### config.mk
export PLATFORM = sky130hd
export DESIGN_NAME = alu
export DESIGN_NICKNAME = d
export VERILOG_FILES = /design/src/rtl/alu_pkg.sv /design/src/rtl/alu_cla_adder.sv /design/src/rtl/alu.sv
export SDC_FILE = /design/constraint.sdc
export NUM_CORES = 1
export LEC_CHECK = 0
export BUFFER_PORTS_ARGS = -buffer_cell sky130_fd_sc_hd__buf_4
export CAP_MARGIN = 40
export CORE_MARGIN = 1.5
export CORE_UTILIZATION = 55
export CTS_BUF_LIST = sky130_fd_sc_hd__clkbuf_8
export DETAILED_ROUTE_END_ITERATION = 6
export GPL_TIMING_DRIVEN = 0
export PLACE_DENSITY = 0.81
export SETUP_SLACK_MARGIN = 0.2
export SLEW_MARGIN = 10
export SYNTH_ARGS = -nofsm -noshare
export SYNTH_HDL_FRONTEND = slang
export SYNTH_SLANG_ARGS = --single-unit
### constraint.sdc
create_clock -name clock -period 1.7 [get_ports clock]
set_input_delay 0.17 -clock clock [delete_from_list [all_inputs] [get_ports clock]]
set_output_delay 0.17 -clock clock [all_outputs]
set_load 0.02 [all_outputs]
### src/rtl/alu_pkg.sv
// Shared constants for the ALU: operand/shift widths and opcode encodings.
package alu_pkg;

  localparam int DATA_W  = 32;
  localparam int SHAMT_W = 5;

  localparam logic [4:0] OP_ADD = 5'b00000;
  localparam logic [4:0] OP_SUB = 5'b00001;
  localparam logic [4:0] OP_AND = 5'b00010;
  localparam logic [4:0] OP_OR  = 5'b00011;
  localparam logic [4:0] OP_SLL = 5'b00100;
  localparam logic [4:0] OP_SRA = 5'b00101;
  localparam logic [4:0] OP_SRL = 5'b00110;

endpackage

### src/rtl/alu_cla_adder.sv
// 32-bit carry-lookahead adder: 4-bit lookahead groups whose group generate/
// propagate terms chain the carry between groups. Signed overflow from operand signs.
module alu_cla_adder
  import alu_pkg::*;
(
  input  logic [DATA_W-1:0] a,
  input  logic [DATA_W-1:0] b,
  input  logic              cin,
  output logic [DATA_W-1:0] sum,
  output logic              overflow
);

  localparam int NGRP = DATA_W / 4;

  always_comb begin
    logic       w_c;
    logic       w_c1;
    logic       w_c2;
    logic       w_c3;
    logic       w_gg;
    logic       w_pg;
    logic [3:0] w_g;
    logic [3:0] w_p;
    sum  = '0;
    w_c  = cin;
    w_c1 = 1'b0;
    w_c2 = 1'b0;
    w_c3 = 1'b0;
    w_gg = 1'b0;
    w_pg = 1'b0;
    w_g  = '0;
    w_p  = '0;
    for (int k = 0; k < NGRP; k++) begin
      w_g  = a[4*k +: 4] & b[4*k +: 4];
      w_p  = a[4*k +: 4] ^ b[4*k +: 4];
      w_c1 = w_g[0] | (w_p[0] & w_c);
      w_c2 = w_g[1] | (w_p[1] & w_g[0]) | (w_p[1] & w_p[0] & w_c);
      w_c3 = w_g[2] | (w_p[2] & w_g[1]) | (w_p[2] & w_p[1] & w_g[0])
           | (w_p[2] & w_p[1] & w_p[0] & w_c);
      w_gg = w_g[3] | (w_p[3] & w_g[2]) | (w_p[3] & w_p[2] & w_g[1])
           | (w_p[3] & w_p[2] & w_p[1] & w_g[0]);
      w_pg = &w_p;
      sum[4*k +: 4] = w_p ^ {w_c3, w_c2, w_c1, w_c};
      w_c = w_gg | (w_pg & w_c);
    end
  end

  // b is already inverted for subtraction, so this is the "effective" sign test.
  assign overflow = (a[DATA_W-1] == b[DATA_W-1]) && (sum[DATA_W-1] != a[DATA_W-1]);

endmodule

### src/rtl/alu.sv
// Single-stage registered ALU (add/sub/and/or/shifts) with compare flags.
// Define ALU_SRL_EN to enable opcode 00110 as a logical right shift.
// No handshake: every rising edge samples inputs and updates all outputs.
module alu #(
  parameter int DATA_W = alu_pkg::DATA_W
) (
  input  logic              clock,
  input  logic              reset,
  input  logic [DATA_W-1:0] data_operandA,
  input  logic [DATA_W-1:0] data_operandB,
  input  logic [4:0]        ctrl_ALUopcode,
  input  logic [4:0]        ctrl_shiftamt,
  output logic [DATA_W-1:0] data_result,
  output logic              isNotEqual,
  output logic              isLessThan,
  output logic              overflow
);

  import alu_pkg::*;

  logic [DATA_W-1:0] w_b_eff;
  logic              w_cin;
  logic [DATA_W-1:0] w_sum;
  logic              w_add_ov;
  logic [DATA_W-1:0] w_diff;
  logic              w_sub_ov;
  logic [DATA_W-1:0] w_result;
  logic              w_ov;
  logic              w_ne;
  logic              w_lt;

  logic [DATA_W-1:0] r_result;
  logic              r_ne;
  logic              r_lt;
  logic              r_ov;

  assign w_cin   = (ctrl_ALUopcode == OP_SUB);
  assign w_b_eff = w_cin ? ~data_operandB : data_operandB;

  alu_cla_adder u_adder (
    .a        (data_operandA),
    .b        (w_b_eff),
    .cin      (w_cin),
    .sum      (w_sum),
    .overflow (w_add_ov)
  );

  // Flags need A-B on every opcode, independent of what the adder is doing.
  assign w_diff   = data_operandA + ~data_operandB + 1'b1;
  assign w_sub_ov = (data_operandA[DATA_W-1] != data_operandB[DATA_W-1])
                 && (w_diff[DATA_W-1] != data_operandA[DATA_W-1]);
  assign w_ne     = (w_diff != '0);
  assign w_lt     = w_diff[DATA_W-1] ^ w_sub_ov;

  always_comb begin
    w_result = '0;
    w_ov     = 1'b0;
    case (ctrl_ALUopcode)
      OP_ADD, OP_SUB: begin
        w_result = w_sum;
        w_ov     = w_add_ov;
      end
      OP_AND: w_result = data_operandA & data_operandB;
      OP_OR:  w_result = data_operandA | data_operandB;
      OP_SLL: w_result = data_operandA << ctrl_shiftamt;
      OP_SRA: w_result = $unsigned($signed(data_operandA) >>> ctrl_shiftamt);
`ifdef ALU_SRL_EN
      OP_SRL: w_result = data_operandA >> ctrl_shiftamt;
`endif
      default: begin
        w_result = '0;
        w_ov     = 1'b0;
      end
    endcase
  end

  always_ff @(posedge clock or posedge reset) begin
    if (reset) begin
      r_result <= '0;
      r_ne     <= 1'b0;
      r_lt     <= 1'b0;
      r_ov     <= 1'b0;
    end else begin
      r_result <= w_result;
      r_ne     <= w_ne;
      r_lt     <= w_lt;
      r_ov     <= w_ov;
    end
  end

  assign data_result = r_result;
  assign isNotEqual  = r_ne;
  assign isLessThan  = r_lt;
  assign overflow    = r_ov;

endmodule

==> results of run 1 <==
-- repair_timing --
item	CTS
cloned	3
endpoints found under the setup margin	35
buffers inserted	67
resized for setup	202
pin swaps	46
hold endpoints to repair	11
hold buffers	1
-- synthesized netlist by cell type, drive strengths merged, types with 19 or more instances --
cell / n
buf: 26
mux2i: 105
nand3: 20
o22ai: 19
ha: 126
dfrtp: 35
a21oi: 98
nand2b: 19
nor3: 25
o21ai: 102
mux4: 21
nor2: 123
inv: 133
nand2: 54
xnor2: 56
clkbuf: 40
-- cell families after synthesis --
logic type,synth area share [%]
mux,17.1
compound gates,24.9
buf+inv,8.12
flops,9.27
fa+ha+maj,18.6
xor+xnor,5.84
simple gates,16.2
-- per-layer routing --
| layer | overflow | track usage [%] |
|---|---|---|
| met1 | 0 | 69.4 |
| met2 | 41 | 90.2 |
| met3 | 0 | 40.7 |
| met4 | 31 | 65.6 |
| met5 | 0 | 5.56 |
-- stage by stage --
stage / instances / area (µm²) / worst slack [ns] / hold slack, ns / utilization (%)
2_1_floorplan: 1249 / 9780 / -1.87 / 0.324 / -
3_3_place_gp: 1574 / 10800 / -3.72 / 0.533 / 64.9
3_5_place_dp: 1578 / 10900 / -3.69 / 0.235 / 65.3
4_1_cts: 1656 / 12600 / -2.92 / 0.236 / 75.4
==> summary.txt, run 1 <==
Synth
  • Flops & latches, synth: 35
  • Top post-synthesis cells by area: sky130_fd_sc_hd__ha_1 17%, sky130_fd_sc_hd__mux2i_1 11%, sky130_fd_sc_hd__dfrtp_1 9.3%, sky130_fd_sc_hd__a21oi_1 5.2%, sky130_fd_sc_hd__xnor2_1 5.2%
  • Synthesized instance count: around 1,200
  • Top flip-flop cell by instance count after synthesis: sky130_fd_sc_hd__dfrtp_1
  • Netlist area before placement: around 9400 µm²
  • Sequential share of the synthesized area: 9.27%
  • Cell taking the most area after synthesis: sky130_fd_sc_hd__ha_1
  • Count of cell types in the netlist: 79
  • Yosys warning count: 0
  • Net count after synthesis: approximately 1,500
  • Share of Yosys cell area claimed by the top area cell type: between 15 and 20%
  • Mapped Avg Cell Area: between 7 and 8 µm²
  • Number of flops mapped to enable cells by yosys: 0
  • Proportion of synthesized flip-flops having asynchronous set or reset: between 90% and 100%

Clock tree
  • Total CTS buffers: 5
  • Sink Count: 35
  • Buffer cell driving the clock tree root: sky130_fd_sc_hd__clkbuf_8
  • Deepest level of the CTS H-tree: 2
  • Clock Path Buffers: 2

Global routing
  • GRT Resource Usage Total: 66.8%
  • Overflow after GRT: 72
  • Maximum number of pins on one net before global-route repair: 25

Run status
  • Outcome: stopped before the end
  • First error: [ERROR GRT-0232] Routing congestion too high. Check the congestion heatmap in the GUI.
  • Stage reached: global routing

Placement
  • Sum of net half-perimeters after detailed placement: 34.0 mm
  • Final Wtd Congestion: 1.13
  • Number of port buffers: about 110

Floorplan
  • Total I/O pin count: between 100 and 150
  • Initial core utilization: between 50% and 60%
  • Row count: 47
  • Width of the die: ~130 µm
  • Y dimension of the die: 134 µm

Timing
  • Classification of the worst endpoint: sequential cell input
  • Worst endpoint after global-route timing repair: isNotEqual$_DFF_PP0_/D
==> run 2: changes to the inputs <==
--- a/config.mk
+++ b/config.mk
@@ -8,12 +8,10 @@
 export BUFFER_PORTS_ARGS = -buffer_cell sky130_fd_sc_hd__buf_4
 export CAP_MARGIN = 40
 export CORE_MARGIN = 1.5
-export CORE_UTILIZATION = 55
-export CTS_BUF_LIST = sky130_fd_sc_hd__clkbuf_8
+export CORE_UTILIZATION = 40
 export DETAILED_ROUTE_END_ITERATION = 6
 export GPL_TIMING_DRIVEN = 0
-export PLACE_DENSITY = 0.81
-export SETUP_SLACK_MARGIN = 0.2
+export PLACE_DENSITY_LB_ADDON = 0.15
 export SLEW_MARGIN = 10
 export SYNTH_ARGS = -nofsm -noshare
 export SYNTH_HDL_FRONTEND = slang
==> summary.txt, run 2 <==
Floorplan
  • Width of the die: 157 µm (+17%)
  • Row count: 56 (+19%)
  • Y dimension of the die: 157 µm (+17%)
  • Total I/O pin count: 111 (unchanged)
  • Placeable core region: around 23,000 µm²
  • Initial core utilization: 40.5% (-16 points)
  • Die Footprint: 24,600 µm²

Synth
  • Post-synth top cells: 130 x sky130_fd_sc_hd__inv_1, 126 x sky130_fd_sc_hd__ha_1, 123 x sky130_fd_sc_hd__nor2_1
  • Net count after synthesis: 1,460 (unchanged)
  • Cell taking the most area after synthesis: sky130_fd_sc_hd__ha_1
  • Mapped Avg Cell Area: 7.57 µm² (unchanged)
  • Top-count cell post-synth: sky130_fd_sc_hd__inv_1
  • Synthesized instance count: 1,249 (unchanged)
  • Flops & latches, synth: 35 (unchanged)
  • Number of flops mapped to enable cells by yosys: 0 (unchanged)
  • Yosys warning count: 0 (unchanged)
  • Count of cell types in the netlist: 79 (unchanged)
  • Top post-synthesis cells by area: sky130_fd_sc_hd__ha_1 17%, sky130_fd_sc_hd__mux2i_1 11%, sky130_fd_sc_hd__dfrtp_1 9.3%, sky130_fd_sc_hd__a21oi_1 5.2%, sky130_fd_sc_hd__xnor2_1 5.2%
  • Proportion of synthesized flip-flops having asynchronous set or reset: 100% (unchanged)
  • Top flip-flop cell by instance count after synthesis: sky130_fd_sc_hd__dfrtp_1
  • Netlist area before placement: 9450 µm² (unchanged)
  • Share of Yosys cell area claimed by the top area cell type: 16.7% (unchanged)
  • Sequential share of the synthesized area: 9.27% (unchanged)

Power
  • Standby leakage power: ~5.9 nW
  • Worst ir drop on vdd: 0.000383 V
  • Pwr Density: 474 nW/µm²
  • Sw Ratio: between 40 and 50%
  • Total power of the final layout: 6.29 mW
  • Portion of total power attributed to the clock network: around an eighth
  • Fraction of power consumed by sequential logic: ~14%
  • Internal power of the cells: between 3 and 4 mW
  • Power spent charging and discharging nets: ~3.0 mW
  • Combinational share of power: 72.7%

Route
  • Per-cell routed wire length: 26.0 µm
  • Final WL: about 46 mm
  • Detailed router's first-iteration violation count: 1,016
  • Vias after detailed routing: about 11,000
  • Pre-antenna DRT Iters: 7
  • DRC violations left: 0
  • Detailed-route vias per instance: 6.15
  • DRT antenna net count: 0

Finish
  • Largest register FFs: 32
  • Most frequent standard cell in the layout excluding fill and tap cells: sky130_fd_sc_hd__buf_4
  • Area of the multi-input gates: around 9000 µm²
  • Ant diodes: 0
  • Fin util: between 50 and 60%
  • Count of fill cells added during filler insertion: ~2,100
  • Layout area overhead: 40.5%
  • Net count of the finished layout: ~1,700
  • Fraction of layout instances using a drive strength above 1: about a third
  • Area taken by flip-flops and latches: 876 µm²
  • Number of standard cells in the final layout excluding fillers: between 1,500 and 2,000
  • Commonest non-fill, non-tap cells in the layout: 149 x sky130_fd_sc_hd__buf_4, 114 x sky130_fd_sc_hd__nor2_1, 110 x sky130_fd_sc_hd__inv_1, 100 x sky130_fd_sc_hd__ha_1, 97 x sky130_fd_sc_hd__mux2i_1

Timing
  • Maximum clock frequency: ~200 MHz
  • Number of hold violations in the final report: 0
  • RSZ-0062 raised after global routing: true
  • Slew Limit Headroom: a little over a third
  • Ratio of final minimum period to clock period: 295%
  • Final Slew Violations: 0
  • Final critical-path setup slack: -3.31 ns
  • Setup violations, final: 34
  • Worst Tran Pin Value: between 0.9 and 1 ns
  • Minimum period implied by the final worst setup slack: approximately 5.0 ns

Setup path
  • CP endpoint kind: flop
  • CP Max Fanout: 6
  • CP Launch Type: input port
  • Data required, critical path: 1.73 ns
  • Critical path class: input port to flop
  • Data arrival time at the worst-slack endpoint: 5.04 ns

Global routing
  • Overflow after GRT: 0
  • GRT Resource Usage Total: between 30% and 40%
  • Via count of the first global-routing pass: 10,266
  • Maximum number of pins on one net before global-route repair: 24
  • First-pass GRT wire length: 65.4 mm
  • Antenna violations before repair: 0

Placement
  • Sum of net half-perimeters after detailed placement: 36.0 mm (+5.8%)
  • Final Wtd Congestion: 1.06 (-6.3%)
  • Number of port buffers: 105 (unchanged)
  • Total placed cells including tap cells: 1,678 (+6.3%)

Worst hold path
  • Classification of the worst-slack hold path: input port to flop
  • Min-Delay Path Depth: 2

Run status
  • Outcome: finished, violations left
  • Failing checks: setup timing

Clock tree
  • Deepest level of the CTS H-tree: 2 (unchanged)
  • Total CTS buffers: 5 (unchanged)
  • Sink Count: 35 (unchanged)
  • Clock Path Buffers: 2 (unchanged)
  • Buffer cell driving the clock tree root: sky130_fd_sc_hd__clkbuf_16
  • Clock tree from TritonCTS: built
  • CTS clock-pin slew for the worst setup and hold paths: 0.05 ns

Run
  • MaxCap Viol Count: 0
-- run 2: layout make-up --
type	count	share of cell area, %
multi-input cells	1014	69.1
plain buffers	64	3.52
repair buffers	185	12.6
flip-flops and latches	35	6.60
inverters	134	4.13
clock buffers	6	0.971
well taps	319	3.01
-- run 2: logic make-up after synthesis --
kind of cell	after synthesis	share of synthesized area, %
XOR/XNOR	63	5.84
buffers and inverters	200	8.12
flip-flops	35	9.27
multiplexers	134	17.1
AO/OA/AOI/OAI	365	24.9
adder cells (fa/ha/maj)	135	18.6
AND/OR/NAND/NOR	317	16.2
-- run 2: timing repair --
| action | CTS | global route |
|---|---|---|
| hold buffers | 1 | 0 |
| hold endpoints to repair | 12 | 0 |
| buffers inserted | 45 | 33 |
| endpoints found under the setup margin | 35 | 35 |
| pin swaps | 51 | 51 |
| gates resized for setup | 176 | 158 |
| cloned | 1 | 0 |
-- run 2: worst max-delay path, cell delays in order --
cell                        delay, ns
sky130_fd_sc_hd__buf_4           0.14
sky130_fd_sc_hd__inv_2           0.08
sky130_fd_sc_hd__ha_4            0.29
sky130_fd_sc_hd__inv_1           0.07
sky130_fd_sc_hd__a21o_1          0.18
sky130_fd_sc_hd__a311o_1         0.41
sky130_fd_sc_hd__a31o_4          0.30
sky130_fd_sc_hd__o311ai_4        0.24
sky130_fd_sc_hd__a21o_1          0.17
sky130_fd_sc_hd__nand3_2         0.14
sky130_fd_sc_hd__a21oi_4         0.30
sky130_fd_sc_hd__fa_2            0.28
sky130_fd_sc_hd__nand3b_1        0.25
sky130_fd_sc_hd__a221oi_2        0.30
sky130_fd_sc_hd__o21ai_1         0.13
sky130_fd_sc_hd__nor3_1          0.18
sky130_fd_sc_hd__o2111ai_2       0.20
sky130_fd_sc_hd__nor4_4          0.37
sky130_fd_sc_hd__o2111ai_2       0.22
sky130_fd_sc_hd__a2111oi_4       0.26
sky130_fd_sc_hd__nand4_1         0.35
-- run 2: final timing paths --
kind / from / endpoint / slack [ns]
worst max-delay path: data_operandA[10] / isNotEqual / -3.31
max in group asynchronous: reset / data_result[22] / 0.69
min in group asynchronous: reset / data_result[11] / 0.51
worst min-delay path: data_operandA[31] / isLessThan / 0.28
-- run 2: power groups by stage --
stage | clock network (mW) | registers [mW] | logic [mW]
6_report | 0.821 | 0.898 | 4.57
3_3_place_gp | 0 | 0.913 | 3.49
2_1_floorplan | 0 | 0.978 | 2.17
4_1_cts | 0.843 | 0.899 | 4.05
5_1_grt | 0.871 | 0.903 | 4.80
3_5_place_dp | 0 | 0.913 | 3.51
-- run 2: through the flow --
step,hold slack [ns],area (µm²),setup TNS (ns),worst slack [ns]
finish,0.277,13300,-54.08,-3.31
detailed placement,0.244,11000,-80.19,-3.97
global placement,0.525,11000,-82.13,-4.02
floorplan,0.324,9780,-40.69,-1.87
CTS,0.250,12400,-50.55,-3.22
global route,0.275,13300,-57.40,-3.33
-- run 2: per-layer routing --
metal  vias to the layer above  track usage [%]  share of wire [%]
met5                         -                0                  0
met4                         0             21.8                7.2
met3                       133             4.65                8.2
met2                       568             57.8                 45
met1                      5202             47.2                 40
li1                       4902                -                  -
(Power assumes the default switching activity.)
